## src/rtl/axi4_write_burst_gen_pkg.sv

```systemverilog
// axi4_write_burst_gen_pkg: shared types, constants and burst sizing for the write burst engine
//   state_t        : engine FSM states
//   AXI_BURST_INCR : AXI burst encoding for incrementing bursts
//   BOUNDARY_4K    : AXI bursts may not cross this byte boundary
//   burst_len()    : beats in the next burst, limited by remaining, max burst and 4 KB room
package axi4_write_burst_gen_pkg;

    typedef enum logic [2:0] {
        S_IDLE,
        S_CALC,
        S_AW,
        S_W,
        S_WAIT_B,
        S_DONE
    } state_t;

    localparam logic [1:0]  AXI_BURST_INCR = 2'b01;
    localparam logic [31:0] BOUNDARY_4K    = 32'd4096;

    // addr_lo must be n-aligned, so room is always at least one beat
    function automatic logic [8:0] burst_len(
        input logic [11:0] addr_lo,
        input logic [31:0] remaining,
        input logic [31:0] max_burst,
        input logic [31:0] n
    );
        logic [31:0] room;
        logic [31:0] len;
        room = (BOUNDARY_4K - {20'd0, addr_lo}) / n;
        len  = remaining < max_burst ? remaining : max_burst;
        len  = room < len ? room : len;
        return len[8:0];
    endfunction

endpackage

```

## src/rtl/axi4_if.sv

```systemverilog
// axi4_if: fifo-side AXI4 write channel fields shared between the burst engine and the write FIFOs
//   master modport: drives aw*/w* fields, reads bid/bresp
interface axi4_if #(
    parameter int A = 32,
    parameter int N = 4,
    parameter int I = 1
);
    logic [A-1:0]   awaddr;
    logic [7:0]     awlen;
    logic [2:0]     awsize;
    logic [1:0]     awburst;
    logic [I-1:0]   awid;
    logic [8*N-1:0] wdata;
    logic [N-1:0]   wstrb;
    logic [I-1:0]   wid;
    logic           wlast;
    logic [I-1:0]   bid;
    logic [1:0]     bresp;

    modport master (
        output awaddr, awlen, awsize, awburst, awid, wdata, wstrb, wid, wlast,
        input  bid, bresp
    );
endinterface

```

## src/rtl/axi4_write_burst_gen.sv

```systemverilog
// axi4_write_burst_gen: splits linear write commands into 4 KB-safe INCR bursts feeding AXI4 write FIFOs
//   aclk/aresetn              : clock, asynchronous active-low reset
//   cmd_valid/ready/addr/beats: command handshake (N-aligned start address, beat count, 0 allowed)
//   wr_data_valid/ready/data  : plain data stream, one beat per handshake
//   axi4_write_fifo           : AW/W fields to the FIFOs, B fields from the B FIFO
//   aw_wr_full/en, w_wr_full/en, b_rd_empty/en : FIFO push/pop controls
//   busy/done/err             : command in progress, completion pulse, any SLVERR/DECERR seen
module axi4_write_burst_gen
    import axi4_write_burst_gen_pkg::*;
#(
    parameter int A               = 32,
    parameter int N               = 4,
    parameter int I               = 1,
    parameter int ID              = 0,
    parameter int L               = 16,
    parameter int MAX_BURST       = 16,
    parameter int MAX_OUTSTANDING = 4
) (
    input  logic           aclk,
    input  logic           aresetn,
    input  logic           cmd_valid,
    output logic           cmd_ready,
    input  logic [A-1:0]   cmd_addr,
    input  logic [L-1:0]   cmd_beats,
    input  logic           wr_data_valid,
    output logic           wr_data_ready,
    input  logic [8*N-1:0] wr_data,
    axi4_if.master         axi4_write_fifo,
    input  logic           aw_wr_full,
    output logic           aw_wr_en,
    input  logic           w_wr_full,
    output logic           w_wr_en,
    input  logic           b_rd_empty,
    output logic           b_rd_en,
    output logic           busy,
    output logic           done,
    output logic           err
);

    localparam int SZ = $clog2(N);
    localparam int OW = $clog2(MAX_OUTSTANDING + 1);

    state_t         state;
    logic [A-1:0]   addr;
    logic [L-1:0]   remaining;
    logic [L-1:0]   beat;
    logic [8:0]     len;
    logic [OW-1:0]  out_cnt;
    logic           err_acc;
    logic           wlast;
    logic           unused;

    assign wlast         = beat == L'(len) - L'(1);
    assign aw_wr_en      = state == S_AW && !aw_wr_full && out_cnt < OW'(MAX_OUTSTANDING);
    assign w_wr_en       = state == S_W && wr_data_valid && !w_wr_full;
    assign wr_data_ready = w_wr_en;
    // B draining is state-independent; gated by reset so nothing is popped while held in reset
    assign b_rd_en       = aresetn && !b_rd_empty;

    assign axi4_write_fifo.awaddr  = addr;
    assign axi4_write_fifo.awlen   = 8'(len - 9'd1);
    assign axi4_write_fifo.awsize  = 3'(SZ);
    assign axi4_write_fifo.awburst = AXI_BURST_INCR;
    assign axi4_write_fifo.awid    = I'(ID);
    assign axi4_write_fifo.wdata   = wr_data;
    assign axi4_write_fifo.wstrb   = '1;
    assign axi4_write_fifo.wid     = I'(ID);
    assign axi4_write_fifo.wlast   = wlast;
    assign unused = ^{axi4_write_fifo.bid, axi4_write_fifo.bresp[0]};

    always_ff @(posedge aclk or negedge aresetn) begin
        if (!aresetn) begin
            state     <= S_IDLE;
            addr      <= '0;
            remaining <= '0;
            beat      <= '0;
            len       <= '0;
            out_cnt   <= '0;
            err_acc   <= 1'b0;
            cmd_ready <= 1'b1;
            busy      <= 1'b0;
            done      <= 1'b0;
            err       <= 1'b0;
        end else begin
            done <= 1'b0;
            err  <= 1'b0;
            out_cnt <= aw_wr_en && !b_rd_en ? out_cnt + OW'(1) :
                       b_rd_en && !aw_wr_en ? out_cnt - OW'(1) : out_cnt;
            if (b_rd_en)
                err_acc <= err_acc | axi4_write_fifo.bresp[1];
            case (state)
                S_IDLE: if (cmd_valid) begin
                    addr      <= cmd_addr;
                    remaining <= cmd_beats;
                    err_acc   <= 1'b0;
                    cmd_ready <= 1'b0;
                    busy      <= 1'b1;
                    state     <= cmd_beats == '0 ? S_DONE : S_CALC;
                end
                S_CALC: begin
                    len   <= burst_len(addr[11:0], 32'(remaining), 32'(MAX_BURST), 32'(N));
                    state <= S_AW;
                end
                S_AW: if (aw_wr_en) begin
                    beat  <= '0;
                    state <= S_W;
                end
                S_W: if (w_wr_en) begin
                    beat <= beat + L'(1);
                    if (wlast) begin
                        addr      <= addr + (A'(len) << SZ);
                        remaining <= remaining - L'(len);
                        state     <= remaining == L'(len) ? S_WAIT_B : S_CALC;
                    end
                end
                S_WAIT_B: if (out_cnt == '0) state <= S_DONE;
                S_DONE: begin
                    done      <= 1'b1;
                    err       <= err_acc;
                    cmd_ready <= 1'b1;
                    busy      <= 1'b0;
                    state     <= S_IDLE;
                end
                default: state <= S_IDLE;
            endcase
        end
    end

    // a B pop with nothing outstanding means the FIFO side returned a response we never requested
    assert property (@(posedge aclk) disable iff (!aresetn) b_rd_en |-> out_cnt != '0);

endmodule

```

## src/flat_wrapper.sv

```systemverilog
// flat-port wrapper written by rule: the top's interface ports become plain ports
module axi4_write_burst_gen_flat import axi4_write_burst_gen_pkg::*;
#(
    parameter int A               = 32,
    parameter int N               = 4,
    parameter int I               = 1,
    parameter int ID              = 0,
    parameter int L               = 16,
    parameter int MAX_BURST       = 16,
    parameter int MAX_OUTSTANDING = 4
)
  (aclk, aresetn, cmd_valid, cmd_ready, cmd_addr, cmd_beats, wr_data_valid, wr_data_ready, wr_data, aw_wr_full, aw_wr_en, w_wr_full, w_wr_en, b_rd_empty, b_rd_en, busy, done, err, axi4_write_fifo_awaddr, axi4_write_fifo_awlen, axi4_write_fifo_awsize, axi4_write_fifo_awburst, axi4_write_fifo_awid, axi4_write_fifo_wdata, axi4_write_fifo_wstrb, axi4_write_fifo_wid, axi4_write_fifo_wlast, axi4_write_fifo_bid, axi4_write_fifo_bresp);
  axi4_if #(.A(A), .N(N), .I(I)) axi4_write_fifo_i ();
  input  logic aclk;
  input  logic aresetn;
  input  logic cmd_valid;
  output logic cmd_ready;
  input  logic [A-1:0] cmd_addr;
  input  logic [L-1:0] cmd_beats;
  input  logic wr_data_valid;
  output logic wr_data_ready;
  input  logic [8*N-1:0] wr_data;
  input  logic aw_wr_full;
  output logic aw_wr_en;
  input  logic w_wr_full;
  output logic w_wr_en;
  input  logic b_rd_empty;
  output logic b_rd_en;
  output logic busy;
  output logic done;
  output logic err;
  output wire logic [$bits(axi4_write_fifo_i.awaddr)-1:0] axi4_write_fifo_awaddr;
  output wire logic [$bits(axi4_write_fifo_i.awlen)-1:0] axi4_write_fifo_awlen;
  output wire logic [$bits(axi4_write_fifo_i.awsize)-1:0] axi4_write_fifo_awsize;
  output wire logic [$bits(axi4_write_fifo_i.awburst)-1:0] axi4_write_fifo_awburst;
  output wire logic [$bits(axi4_write_fifo_i.awid)-1:0] axi4_write_fifo_awid;
  output wire logic [$bits(axi4_write_fifo_i.wdata)-1:0] axi4_write_fifo_wdata;
  output wire logic [$bits(axi4_write_fifo_i.wstrb)-1:0] axi4_write_fifo_wstrb;
  output wire logic [$bits(axi4_write_fifo_i.wid)-1:0] axi4_write_fifo_wid;
  output wire logic [$bits(axi4_write_fifo_i.wlast)-1:0] axi4_write_fifo_wlast;
  input wire logic [$bits(axi4_write_fifo_i.bid)-1:0] axi4_write_fifo_bid;
  input wire logic [$bits(axi4_write_fifo_i.bresp)-1:0] axi4_write_fifo_bresp;
  assign axi4_write_fifo_awaddr = axi4_write_fifo_i.awaddr;
  assign axi4_write_fifo_awlen = axi4_write_fifo_i.awlen;
  assign axi4_write_fifo_awsize = axi4_write_fifo_i.awsize;
  assign axi4_write_fifo_awburst = axi4_write_fifo_i.awburst;
  assign axi4_write_fifo_awid = axi4_write_fifo_i.awid;
  assign axi4_write_fifo_wdata = axi4_write_fifo_i.wdata;
  assign axi4_write_fifo_wstrb = axi4_write_fifo_i.wstrb;
  assign axi4_write_fifo_wid = axi4_write_fifo_i.wid;
  assign axi4_write_fifo_wlast = axi4_write_fifo_i.wlast;
  assign axi4_write_fifo_i.bid = axi4_write_fifo_bid;
  assign axi4_write_fifo_i.bresp = axi4_write_fifo_bresp;
  axi4_write_burst_gen #(.A(A), .N(N), .I(I), .ID(ID), .L(L), .MAX_BURST(MAX_BURST), .MAX_OUTSTANDING(MAX_OUTSTANDING)) u_core (.aclk(aclk), .aresetn(aresetn), .cmd_valid(cmd_valid), .cmd_ready(cmd_ready), .cmd_addr(cmd_addr), .cmd_beats(cmd_beats), .wr_data_valid(wr_data_valid), .wr_data_ready(wr_data_ready), .wr_data(wr_data), .axi4_write_fifo(axi4_write_fifo_i), .aw_wr_full(aw_wr_full), .aw_wr_en(aw_wr_en), .w_wr_full(w_wr_full), .w_wr_en(w_wr_en), .b_rd_empty(b_rd_empty), .b_rd_en(b_rd_en), .busy(busy), .done(done), .err(err));
endmodule
```

## config.mk

```make
export PLATFORM = sky130hd
export DESIGN_NAME = axi4_write_burst_gen_flat
export DESIGN_NICKNAME = d
export VERILOG_FILES = /design/src/rtl/axi4_write_burst_gen_pkg.sv /design/src/rtl/axi4_if.sv /design/src/rtl/axi4_write_burst_gen.sv /design/src/flat_wrapper.sv
export SDC_FILE = /design/constraint.sdc
export NUM_CORES = 1
export LEC_CHECK = 0
export ABC_AREA = 1
export BUFFER_PORTS_ARGS = -buffer_cell sky130_fd_sc_hd__clkbuf_2
export CAP_MARGIN = 20
export CORE_AREA = 10 10 133 135
export DETAILED_ROUTE_END_ITERATION = 10
export DIE_AREA = 0 0 143 145
export MAX_ROUTING_LAYER = met4
export PLACE_DENSITY = 0.76
export SYNTH_ARGS = -nofsm -noshare
export SYNTH_HDL_FRONTEND = slang
export SYNTH_SLANG_ARGS = --single-unit
```

## constraint.sdc

```tcl
create_clock -name aclk -period 2.8 [get_ports aclk]
set_input_delay 0.14 -clock aclk [delete_from_list [all_inputs] [get_ports aclk]]
set_output_delay 0.14 -clock aclk [all_outputs]
set_load 0.05 [all_outputs]
```

# After elaboration in Yosys (flattened, before gate mapping)
# Cells that the tools add are included.
# word_totals
word_cells	90
ff_bits	84
# classes
n_bitwise	1
n_reduce_logical	23
n_mux	32
eq_ne	12
n_addsub	8
order_cmp	3
# op_table
op	n
$mux 16	6
$mux 32	3
$pmux 16 s2	2
$pmux 32 s2	1
$add 32x11->32	1
$lt 30x16->1	1
$mux 3	9
$add 16x1->16 const B	1
$eq 16x16->1	1
$eq 16x9->1	1
$logic_not 16->1	1
$lt 16x5->1 const B	1
$sub 16x9->16	1
$pmux 3 s5	1
$sub 13x12->14 const A	1
$sub 9x1->10 const B	1
$mux 9	1
$reduce_bool 2->1	4
$sub 8x1->8 const B	1
$logic_and 1x1->1	7
$mux 1	7
$eq 3x2->1 const B	2
$eq 3x3->1 const B	2
$logic_not 3->1	2
other kinds (13)	21

# Longest topological paths before layout
# depth
ltp_word	7
depth_mapped	19
mapped_depth_nobuf	19

# Worst setup path before layout
# No wires, ideal clock.
# synth_path
kind	register -> register
start	reg u_core.addr[2], in the netlist u_core.axi4_write_fifo.awaddr[2]
end	reg u_core.len[8]
path_slack_ns	-0.339
stages_incl_launch_ff	19
arrival_time_ns	3.056
period_less_slack_ns	3.139
path_cell_list	dfrtp_1 nor2_1 nand3_1 or2_2 nor2_1 nand2_1 nor2_1 nand2_1 nor2_1 xor2_1 inv_1 ha_1 a21oi_1 o21ai_0 a21oi_1 nand2_1 inv_1 nand3_1 o21ai_0
# synth_via
elab_chain_len	3
# synth_lines
item	line	source
from (decl)	axi4_write_burst_gen.sv:44	logic [A-1:0] addr;
from (signal assigned)	axi4_write_burst_gen.sv:93	addr <= cmd_addr;
from (signal assigned)	axi4_write_burst_gen.sv:111	addr <= addr + (A'(len) << SZ);
$sub 13x12->14 *	axi4_write_burst_gen_pkg.sv:29	room = (BOUNDARY_4K - {20'd0, addr_lo}) / n;
$lt 30x16->1	axi4_write_burst_gen_pkg.sv:31	len = room < len ? room : len;
$mux 9 *	axi4_write_burst_gen_pkg.sv:31	
to (signal assigned)	axi4_write_burst_gen.sv:101	len <= burst_len(addr[11:0], 32'(remaining), 32'(MAX_BURST), 32'(N));
to (decl)	axi4_write_burst_gen.sv:47	logic [8:0] len;
# Every way passes the cells marked *; elsewhere a longest branch is shown, timed or not.
# A chain may end at the register's enable or synchronous reset.

# Final worst setup path
# layout_path
start	reg u_core.addr[1], in the netlist u_core.axi4_write_fifo.awaddr[1]
end	reg u_core.len[0]
# Same word-level chain as after synthesis.

==> results.md <==
* Setup Skew at 4.06 ps
* DR WL/cell at between 10 and 15 um
* Bufs on Longest Clock Path at 2
* NumNets Final at 1364
* TritonRoute pass-1 iters at 5
* I/O Buffers at 104
* Hold WC Path Type: input pin to register
* Fmax at around 370 MHz
* Gr usage total at 0.209
* Clock-pin slew on the worst setup and hold paths at 70 ps
* Mapped cell area at 7430 um2
* Required @ worst endpoint at 3050 ps
* Fill cell count at 1512
* First-pass GRT wire length at 34.9 mm
* Util after Layout at 0.559
* Startpoint Class: register
* Die area at 20700 um2
* Yosys reg bits at 84
* CTS Buf Count at 9
* Relative slew slack at 0.425
* CP arrival at 2960 ps
* Worst-Margin Slew at 863 ps
* Flop pwr share at 0.223
* Pint at 4.63 mW
* Power consumption at 10.7 mW
* Antenna viol nets, final at 0
* Fraction of layout cells with a size suffix above 1 at 0.190
* Final min period at 2710 ps
* Crit path kind: register to register
* CP max FO at 5
* DR vias/cell at 5.25
* Maximum VDD drop at 0.633 mV
* Status: finished, final reports clean
* Root Driver: clkbuf_16
* Worst skew pair latency at 350 ps
* Power density over the cells at 1280 nW/um2
* Unique cell type count in the Yosys netlist at 48
* Multi-input gate area at 4530 um2
* I/O pins at about 180
* Avg Inst Size Synth at between 6 and 7 um2
* # rows at 45
* DR vias at 7530
* Sw frac at 0.569
* Setup crit start: u_core.axi4_write_fifo.awaddr[1]
* Psw at 6.11 mW
* R2R Path Start: u_core.axi4_write_fifo.awaddr[1]
* Die Y at 145 um
* DRT iter0 DRCs at 644
* Post-Route WL at 21.4 mm
* Drt drc at 0
* Async SR Flop Fraction at 1.00
* Comb power frac at 0.659
* Register area at around 2100 um2
* Starting density of the core at 0.494
* Vias in the first global route at 6964
* Global route total overflow at 0
* Largest net degree at the start of global routing at 67
* N_diodes at 0
* Max-cap viol count at 0
* Final Hold Viols at 0
* GPL Wtd Cong at 0.910
* H-tree depth at 3
* CTS tree: yes
* Die Span X at 143 um
* Hpwl dp at 16.2 mm
* Final setup fails at 0
* Warnings, synthesis at 0
* Core box area at 15000 um2
* TNS Setup at 0 ps
* Cells after Synth at 1153
* Final period util at 0.969
* Synthesis-to-finish area growth at 13.0%
* Leakage power at 4.60 nW
* Worst hold start: cmd_addr[1]
* R2R Setup Slk at 90 ps
* Most used DFF post-synth: dfrtp_1
* Seq/Total Area, Yosys at 0.283
* Clock Sinks at 84
* Slew Limit Fails at 0
* Clock share of power at 0.118
* Initial antenna violation count at 0
* Post-synth EDFFs at 0
* Critical path endpoint category: register
==> cell families after synthesis <==
kind of cell	synth area share
other	0.00101
AO/OA/AOI/OAI	0.0692
buffers and inverters	0.131
multiplexers	0.00152
AND/OR/NAND/NOR	0.438
adder cells (fa/ha/maj)	0.0603
flip-flops	0.283
XOR/XNOR	0.0165
==> worst paths after layout <==
kind,endpoint,depth (start not counted)
setup / recovery,u_core.len[0],17
hold / removal,u_core.axi4_write_fifo.awaddr[1],3
setup reg to reg,u_core.len[0],17
hold reg to reg,u_core.cmd_ready,2
max in group asynchronous,u_core.axi4_write_fifo.awaddr[0],3
min in group asynchronous,u_core.axi4_write_fifo.awaddr[18],2
==> registers in the layout, indices dropped and copies added, names as in the netlist <==
| register | count |
|---|---|
| u_core.axi4_write_fifo.awaddr | 32 |
| u_core.beat | 16 |
| u_core.busy | 1 |
| u_core.cmd_ready | 1 |
| u_core.done | 1 |
| u_core.err | 1 |
| u_core.err_acc | 1 |
| u_core.len | 9 |
| u_core.out_cnt | 3 |
| u_core.remaining | 16 |
| u_core.state | 3 |
==> stage by stage <==
| stage | instances | area [um2] | setup WS [ps] | hold WS [ps] |
|---|---|---|---|---|
| 6_report | 1433 | 8400 | 85.8 | 67.7 |
| 5_1_grt | 1433 | 8400 | -67.7 | 79.5 |
| 4_1_cts | 1429 | 8270 | 14.8 | 69.5 |
| 3_5_place_dp | 1412 | 7950 | 25.6 | 47.2 |
| 3_3_place_gp | 1412 | 7950 | 92.4 | 45.2 |
| 2_1_floorplan | 1168 | 7520 | 58.1 | -156 |
==> cell usage after synthesis (3+ instances only) <==
cell / n / area share
nand2_2: 4 / 0.0034
a21oi_1: 31 / 0.021
buf_1: 3 / 0.0015
nor2_1: 77 / 0.039
nand3b_1: 9 / 0.0091
buf_4: 47 / 0.047
or2_2: 11 / 0.0093
o21ai_0: 44 / 0.030
nand2_1: 445 / 0.22
nand3_1: 108 / 0.073
inv_2: 4 / 0.0020
nand4_1: 12 / 0.010
ha_1: 31 / 0.052
buf_12: 4 / 0.011
a211oi_1: 3 / 0.0030
a21o_1: 4 / 0.0040
clkbuf_1: 7 / 0.0035
buf_2: 8 / 0.0054
nor3_1: 21 / 0.014
nor2_2: 9 / 0.0076
dfrtp_1: 83 / 0.28
nand3_2: 24 / 0.032
inv_1: 115 / 0.058
fa_1: 3 / 0.0081
xnor2_1: 4 / 0.0047
xor2_1: 10 / 0.012
nor4_1: 6 / 0.0051
==> cells in the final DEF, fill, tap and decap left out, drive strengths merged, types with 6 or more instances in the layout <==
cell	n
clkbuf	113
dfrtp	83
nor4	6
nand4	13
nor2	88
or2	11
nor3	21
conb	17
nand2	451
a21oi	31
ha	31
xor2	10
nand3b	9
o21ai	46
buf	27
inv	121
nand3	132
==> power by group through the flow <==
stage	clock network [mW]	logic (mW)	registers, mW
global route	1.33	7.88	2.47
CTS	1.28	6.90	2.37
finish	1.27	7.07	2.40
detailed placement	0	6.85	2.38
floorplan	0	4.62	2.99
global placement	0	6.73	2.37
==> worst max-delay path, stage by stage, from the launching register on <==
cell     delay [ps]
dfrtp_2         430
nor2_4          120
nand3_2          90
or2_4           260
nor2_4          100
nand2_2          70
nor2_4          100
buf_6           120
nand2_4          50
xor2_2          150
ha_1            280
a21oi_2         160
o21ai_2          80
a21oi_2         230
buf_6           150
nand3_1          80
nand3_1          70
nand2_1          50
==> what timing repair did <==
action                                  in CTS  in global routing
setup buffers                                0                  4
hold buffers                                 1                  0
resized for setup                            0                 28
endpoints found under the hold margin       18                  0
endpoints found under the setup margin       0                 56
==> per-layer routing <==
layer  up-vias  wire length [um]  GRT usage
li1       3805                 -          -
met1      3482             10000      0.278
met2       213              9910      0.321
met3        30              1130     0.0264
met4         0               378     0.0671
met5         -                 0          -
==> layout make-up <==
class | count | share of cell area
multi-input cells | 894 | 0.539
flip-flops and latches | 84 | 0.251
repair buffers | 131 | 0.0909
inverters | 120 | 0.0539
clock buffers | 10 | 0.0285
well taps | 188 | 0.0280
clock inverters | 6 | 0.00834
Note: power is estimated with default switching activity, not from simulation.
